<file path="src/rtl/spi_cmd_queue.sv">
`timescale 1ns/1ps

// spi_cmd_queue_fifo: generic circular FIFO with an occupancy count.
// Latency: a write is readable the cycle after it is accepted; the read data path is combinational.
// Backpressure: o_wr_rdy drops at DEPTH entries; o_rd_vld drops when empty.
module spi_cmd_queue_fifo #(
  parameter int DEPTH = 8,
  parameter int WIDTH = 30
) (
  input  logic                   sys_clk,
  input  logic                   reset,
  input  logic                   i_wr_vld,
  output logic                   o_wr_rdy,
  input  logic [WIDTH-1:0]       i_wr_dat,
  input  logic                   i_rd_rdy,
  output logic                   o_rd_vld,
  output logic [WIDTH-1:0]       o_rd_dat,
  output logic [$clog2(DEPTH):0] o_level
);
  localparam int AW = $clog2(DEPTH);
  localparam int LW = AW + 1;

  logic [WIDTH-1:0] r_mem [DEPTH];
  logic [AW-1:0]    r_wr_ptr;
  logic [AW-1:0]    r_rd_ptr;
  logic [LW-1:0]    r_level;
  logic             w_push;
  logic             w_pop;

  assign o_wr_rdy = (r_level != LW'(DEPTH));
  assign o_rd_vld = (r_level != '0);
  assign o_rd_dat = r_mem[r_rd_ptr];
  assign o_level  = r_level;
  assign w_push   = i_wr_vld & o_wr_rdy;
  assign w_pop    = i_rd_rdy & o_rd_vld;

  // Storage array; contents are don't-care until written, so it carries no reset.
  always_ff @(posedge sys_clk) begin
    if (w_push) begin
      r_mem[r_wr_ptr] <= i_wr_dat;
    end
  end

  // Pointers wrap modulo DEPTH on their own since DEPTH is a power of two; push+pop keeps the level.
  always_ff @(posedge sys_clk or posedge reset) begin
    if (reset) begin
      r_wr_ptr <= '0;
      r_rd_ptr <= '0;
      r_level  <= '0;
    end else begin
      if (w_push) r_wr_ptr <= r_wr_ptr + 1'b1;
      if (w_pop)  r_rd_ptr <= r_rd_ptr + 1'b1;
      case ({w_push, w_pop})
        2'b10:   r_level <= r_level + 1'b1;
        2'b01:   r_level <= r_level - 1'b1;
        default: r_level <= r_level;
      endcase
    end
  end
endmodule

// spi_cmd_queue: queues host DAC/ADC commands and hands them one at a time to the SPI controller.
// Latency: a head command with busy low pops in one cycle and pulses its request the next cycle.
// Backpressure: cmd_ready low while DEPTH commands are queued; nothing issues while busy is high.
module spi_cmd_queue #(
  parameter int DEPTH        = 8,
  parameter int BUSY_TIMEOUT = 255
) (
  input  logic                   sys_clk,
  input  logic                   reset,
  input  logic                   cmd_valid,
  output logic                   cmd_ready,
  input  logic [1:0]             cmd_type,
  input  logic [15:0]            cmd_addr,
  input  logic [11:0]            cmd_data,
  output logic                   dac_request_write,
  output logic                   adc_request_write,
  output logic                   adc_request_read,
  output logic [4:0]             dac_address,
  output logic [11:0]            dac_data,
  output logic [15:0]            adc_address,
  output logic [7:0]             adc_data,
  input  logic                   busy,
  input  logic [7:0]             adc_data_readback,
  output logic                   rd_valid,
  output logic [15:0]            rd_addr,
  output logic [7:0]             rd_data,
  output logic [$clog2(DEPTH):0] fifo_level,
  output logic                   err_timeout,
  input  logic                   err_clear
);
  localparam int LW = $clog2(DEPTH) + 1;
  localparam int TW = $clog2(BUSY_TIMEOUT + 1);

  localparam logic [1:0] CMD_DAC_WR = 2'b00;
  localparam logic [1:0] CMD_ADC_WR = 2'b01;
  localparam logic [1:0] CMD_ADC_RD = 2'b10;
  localparam logic [1:0] CMD_RSVD   = 2'b11;

  typedef struct packed {
    logic [1:0]  typ;
    logic [15:0] addr;
    logic [11:0] dat;
  } cmd_t;

  typedef enum logic [2:0] {
    S_IDLE,
    S_ISSUE,
    S_WAIT_BUSY,
    S_WAIT_DONE,
    S_RESULT
  } state_t;

  state_t        r_state;
  state_t        w_state_nxt;
  cmd_t          w_cmd_in;
  cmd_t          w_head;
  logic          w_head_vld;
  logic          w_pop;
  logic          w_load;
  logic          w_timeout;
  logic          w_req_dac_wr;
  logic          w_req_adc_wr;
  logic          w_req_adc_rd;
  logic [1:0]    r_type;
  logic [4:0]    r_dac_addr;
  logic [11:0]   r_dac_dat;
  logic [15:0]   r_adc_addr;
  logic [7:0]    r_adc_dat;
  logic [TW-1:0] r_cnt;
  logic          r_rd_vld;
  logic [15:0]   r_rd_addr;
  logic [7:0]    r_rd_dat;
  logic          r_err;

  assign w_cmd_in = '{typ: cmd_type, addr: cmd_addr, dat: cmd_data};

  spi_cmd_queue_fifo #(
    .DEPTH (DEPTH),
    .WIDTH ($bits(cmd_t))
  ) u_fifo (
    .sys_clk  (sys_clk),
    .reset    (reset),
    .i_wr_vld (cmd_valid),
    .o_wr_rdy (cmd_ready),
    .i_wr_dat (w_cmd_in),
    .i_rd_rdy (w_pop),
    .o_rd_vld (w_head_vld),
    .o_rd_dat (w_head),
    .o_level  (fifo_level)
  );

  // Sequencer state register.
  always_ff @(posedge sys_clk or posedge reset) begin
    if (reset) begin
      r_state <= S_IDLE;
    end else begin
      r_state <= w_state_nxt;
    end
  end

  // Next-state decode and the single-cycle request strobes; reserved commands are popped and dropped in IDLE.
  always_comb begin
    w_state_nxt  = r_state;
    w_pop        = 1'b0;
    w_load       = 1'b0;
    w_timeout    = 1'b0;
    w_req_dac_wr = 1'b0;
    w_req_adc_wr = 1'b0;
    w_req_adc_rd = 1'b0;
    case (r_state)
      S_IDLE: begin
        if (w_head_vld && !busy) begin
          w_pop = 1'b1;
          if (w_head.typ != CMD_RSVD) begin
            w_load      = 1'b1;
            w_state_nxt = S_ISSUE;
          end
        end
      end
      S_ISSUE: begin
        case (r_type)
          CMD_DAC_WR: w_req_dac_wr = 1'b1;
          CMD_ADC_WR: w_req_adc_wr = 1'b1;
          CMD_ADC_RD: w_req_adc_rd = 1'b1;
          default:    ;
        endcase
        w_state_nxt = S_WAIT_BUSY;
      end
      S_WAIT_BUSY: begin
        if (busy) begin
          w_state_nxt = S_WAIT_DONE;
        end else if (r_cnt == TW'(BUSY_TIMEOUT)) begin
          w_timeout   = 1'b1;
          w_state_nxt = S_IDLE;
        end
      end
      S_WAIT_DONE: begin
        if (!busy) begin
          w_state_nxt = (r_type == CMD_ADC_RD) ? S_RESULT : S_IDLE;
        end
      end
      S_RESULT: begin
        w_state_nxt = S_IDLE;
      end
      default: begin
        w_state_nxt = S_IDLE;
      end
    endcase
  end

  // Capture the popped command; each controller-facing field holds until the next command of its kind.
  always_ff @(posedge sys_clk or posedge reset) begin
    if (reset) begin
      r_type     <= CMD_DAC_WR;
      r_dac_addr <= '0;
      r_dac_dat  <= '0;
      r_adc_addr <= '0;
      r_adc_dat  <= '0;
    end else if (w_load) begin
      r_type <= w_head.typ;
      if (w_head.typ == CMD_DAC_WR) begin
        r_dac_addr <= w_head.addr[4:0];
        r_dac_dat  <= w_head.dat;
      end else begin
        r_adc_addr <= w_head.addr;
        r_adc_dat  <= w_head.dat[7:0];
      end
    end
  end

  // Busy-rise timer: zeroed while the request is out, saturates at BUSY_TIMEOUT.
  always_ff @(posedge sys_clk or posedge reset) begin
    if (reset) begin
      r_cnt <= '0;
    end else if (r_state == S_ISSUE) begin
      r_cnt <= '0;
    end else if (r_state == S_WAIT_BUSY && r_cnt != TW'(BUSY_TIMEOUT)) begin
      r_cnt <= r_cnt + 1'b1;
    end
  end

  // Readback capture; rd_valid is aligned with the newly registered rd_addr/rd_data.
  always_ff @(posedge sys_clk or posedge reset) begin
    if (reset) begin
      r_rd_vld  <= 1'b0;
      r_rd_addr <= '0;
      r_rd_dat  <= '0;
    end else begin
      r_rd_vld <= (r_state == S_RESULT);
      if (r_state == S_RESULT) begin
        r_rd_addr <= r_adc_addr;
        r_rd_dat  <= adc_data_readback;
      end
    end
  end

  // Sticky timeout flag; a new timeout outranks a simultaneous clear.
  always_ff @(posedge sys_clk or posedge reset) begin
    if (reset) begin
      r_err <= 1'b0;
    end else if (w_timeout) begin
      r_err <= 1'b1;
    end else if (err_clear) begin
      r_err <= 1'b0;
    end
  end

  assign dac_request_write = w_req_dac_wr;
  assign adc_request_write = w_req_adc_wr;
  assign adc_request_read  = w_req_adc_rd;
  assign dac_address       = r_dac_addr;
  assign dac_data          = r_dac_dat;
  assign adc_address       = r_adc_addr;
  assign adc_data          = r_adc_dat;
  assign rd_valid          = r_rd_vld;
  assign rd_addr           = r_rd_addr;
  assign rd_data           = r_rd_dat;
  assign err_timeout       = r_err;

  // At most one request strobe per cycle, and the queue never overfills.
  a_req_onehot: assert property (@(posedge sys_clk) disable iff (reset)
    $onehot0({dac_request_write, adc_request_write, adc_request_read}));
  a_level_bound: assert property (@(posedge sys_clk) disable iff (reset)
    fifo_level <= LW'(DEPTH));
endmodule

</file>
<file path="config.mk">
export PLATFORM = sky130hd
export DESIGN_NAME = spi_cmd_queue
export DESIGN_NICKNAME = d
export VERILOG_FILES = /design/src/rtl/spi_cmd_queue.sv
export SDC_FILE = /design/constraint.sdc
export NUM_CORES = 1
export LEC_CHECK = 0
export ABC_AREA = 0
export CAP_MARGIN = 25
export CORE_ASPECT_RATIO = 0.75
export CORE_MARGIN = 8
export CORE_UTILIZATION = 55
export CTS_BUF_LIST = sky130_fd_sc_hd__clkbuf_16
export DETAILED_ROUTE_END_ITERATION = 6
export PLACE_DENSITY_LB_ADDON = 0.08
export REMOVE_ABC_BUFFERS = 1
export SYNTH_ARGS = -nofsm -noshare
export SYNTH_HDL_FRONTEND = slang
export SYNTH_SLANG_ARGS = --single-unit
</file>
<file path="constraint.sdc">
create_clock -name sys_clk -period 4.7 [get_ports sys_clk]
set_input_delay 0.705 -clock sys_clk [delete_from_list [all_inputs] [get_ports sys_clk]]
set_output_delay 0.705 -clock sys_clk [all_outputs]
set_load 0.01 [all_outputs]
</file>
==> key figures <==
Clock tree
  • H-tree Lvls: 1
  • Bufs on Longest Clock Path: 3
  • Clk Latency, worst-skew pair: between 500 and 600 ps
  • TritonCTS buffer count: 31
  • Worst-path clk slew: ~60 ps
  • # clock sinks: between 300 and 400
  • Hold-fix buffers, CTS: 0
  • Post-CTS setup repair buffer count: 0
  • CTS tree: done
  • Post-CTS sizing: 0
  • Root buf cell: clkbuf_16

Worst setup path
  • Critical path arrival: 3580 ps
  • Maximum fanout along the worst path: 33
  • Crit path launch type: flop
  • Crit path required time: 5120 ps
  • Origin of the critical flop-to-flop path: u_fifo.r_rd_ptr[0]
  • Crit path from: u_fifo.r_rd_ptr[0]
  • Crit end category: flop
  • R2r setup slk: approximately 1500 ps
  • R2r endpoint: adc_address[14]
  • Crit Path Class: flop to flop
  • R2r worst-path depth: 5

Timing
  • Rel. slew slack: 0.346
  • Final hold vios: 0
  • FMAX: 0.316 GHz
  • Slew Limit Fails: 0
  • RSZ-0062 raised after global routing: false
  • Tcrit/Tclk final: 0.673
  • TNS Setup: 0 ps
  • Final setup fails: 0
  • Worst-margin pin slew: around 980 ps
  • Final Skew: around 6.7 ps
  • Post-layout minimum cycle time: 3160 ps

Power
  • Power density over the cells: around 620 nW/µm²
  • Static leakage: approximately 5.5 nW
  • VDD IR max: 298 µV
  • Tot Pwr: 0.00944 W

Die
  • Die Height: 148 µm
  • Starting Density: 0.558
  • # rows: between 40 and 50
  • Die area: about 28,000 µm²
  • Top Ports: between 100 and 150
  • Die W: approximately 190 µm
  • Placeable Area: roughly 23,000 µm²

Yosys
  • Synth Register Bits: 330
  • Netlist cell types: 42
  • Share of the synthesized area in the top cell type: 0.565
  • Cell count after synthesis: between 600 and 700
  • Sequential share of the synthesized area: 0.741
  • Top_reg_cell synth: edfxtp_1
  • Avg Cell Area, Syn: between 20 and 25 µm²
  • Post-synth EDFFs: 240
  • Warnings, synthesis: 0
  • Post-synth ARST share: 0.273
  • Post-synth top cells: edfxtp_1 (240), dfrtp_1 (90), mux2_2 (64)
  • Synthesized cell area: roughly 13,000 µm²
  • Most frequent cell after synthesis: edfxtp_1
  • Cell taking the most area after synthesis: edfxtp_1
  • Synth top area cells: edfxtp_1 (56%), dfrtp_1 (18%), mux4_2 (11%)

Run
  • Max-cap violations: 0

Placed design
  • Post-placement cell count: a little over 1,000
  • Number of port buffers: approximately 120
  • Placed instance area: about 14,000 µm²
  • Final HPWL DP: 15,400 µm
  • Placer Congestion: 0.741

Finish
  • Final nets: 812
  • Fin util: 0.670
  • Layout cells sized above 1: 0.280
  • Diodes inserted: 0
  • Final Instance Area: 15,300 µm²
  • Area delta synth->final: 20.2%
  • Final cell count without fillers: around 1,100

Worst hold path
  • Hold path startpoint: dac_data[8]
  • Min-delay worst type: flop to flop
  • Hold endpoint: dac_data[8]
  • Hold Path Depth: 2

Drt
  • DRT Pass-1 Iters: 4
  • DR vias: approximately 6,300
  • WL/cell: ~24 µm
  • Final ANT Viol Nets: 0
  • Drt first-iter violations: a little under 400
  • DRT Wirelength: roughly 26,000 µm
  • DRC violations left: 0
  • Vias/cell: slightly below 6

Outcome
  • Outcome: completed

Global route
  • GRT Util Overall: 0.185
  • Largest net degree at the start of global routing: between 60 and 70
  • Initial antenna violation count: 0
  • Vias in the first global route: just under 7,000
  • Total gr overflow: 0
  • Global-route wire length before repair: ~41,000 µm
## through the flow
stage	worst slack, ps	hold WS, ps
after floorplan	248	467
after global placement	1530	469
after detailed placement	1430	471
after CTS	1440	484
after global routing	1310	513
final	1540	478
## kinds of logic (layout without fill, tap and decap cells)
group,Yosys count,after routing,synth area share
mux,154,154,0.196
flops,330,330,0.741
fa+ha+maj,6,6,0.00588
simple gates,67,67,0.0273
compound gates,21,21,0.00990
buf+inv,28,195,0.0102
xor+xnor,14,14,0.00961
## state kept, by name, indices dropped and copies added, names as in the netlist
| signal | count |
|---|---|
| adc_address | 16 |
| r_type | 2 |
| u_fifo.o_level | 4 |
| rd_addr | 16 |
| u_fifo.r_wr_ptr | 3 |
| u_fifo.r_mem | 240 |
| adc_data | 8 |
| dac_data | 12 |
| err_timeout | 1 |
| rd_data | 8 |
| dac_address | 5 |
| u_fifo.r_rd_ptr | 3 |
| r_cnt | 8 |
| r_state | 3 |
| rd_valid | 1 |
## worst max-delay path, cell delays in order (launching register included)
cell     delay [ps]
dfrtp_4         850
mux4_2          620
mux2i_4         220
xor2_1          210
nand2_2         580
mux2_1          550
## metal layers
layer	GRT usage	vias up	part of all wire
li1	-	2773	-
met1	0.257	3341	0.44
met4	0.0407	0	0.017
met3	0.0271	34	0.045
met5	0	-	0
met2	0.307	129	0.50
## power by group
| group | internal, W | switching [W] | leakage [nW] |
|---|---|---|---|
| registers | 0.00377 | 0.000497 | 3.31 |
| logic | 0.00167 | 0.00124 | 1.69 |
| clock network | 0.00125 | 0.00102 | 0.474 |
## layout by cell type (no fill, tap or decap), types with 7 or more instances in the layout
cell type        Yosys  final
edfxtp_1           240    240
clkdlybuf4s50_1      0    117
dfrtp_1             90     87
mux2_2              64     64
mux4_2              60     60
clkbuf_16            0     31
mux2_4              19     19
buf_4                0     15
nand2_1             14     14
nand3_1             10     10
o21ai_0             10     10
nor2_1              13     10
clkinv_1             0      9
inv_1                3      8
clkinv_2             0      8
xnor2_1              7      7
xor2_1               7      7
## cell type report
type                       instances  area, µm²
clock buffer                      31        776
clock inverter                    26        141
fill                            1495       7540
inverter                           3       13.8
multi-input combinational        262       3220
sequential                       330       9470
tap                              300        375
timing repair buffer             135       1340
## worst max-delay path by stage
stage	endpoint	slack [ps]	cells past startpoint
finish	adc_address[14]	1540	5
global route	adc_address[14]	1310	5
CTS	adc_address[12]	1440	5
detailed placement	adc_address[12]	1430	4
global placement	adc_address[12]	1530	5
floorplan	adc_address[10]	250	5
Power figures use the tool's default switching activity.
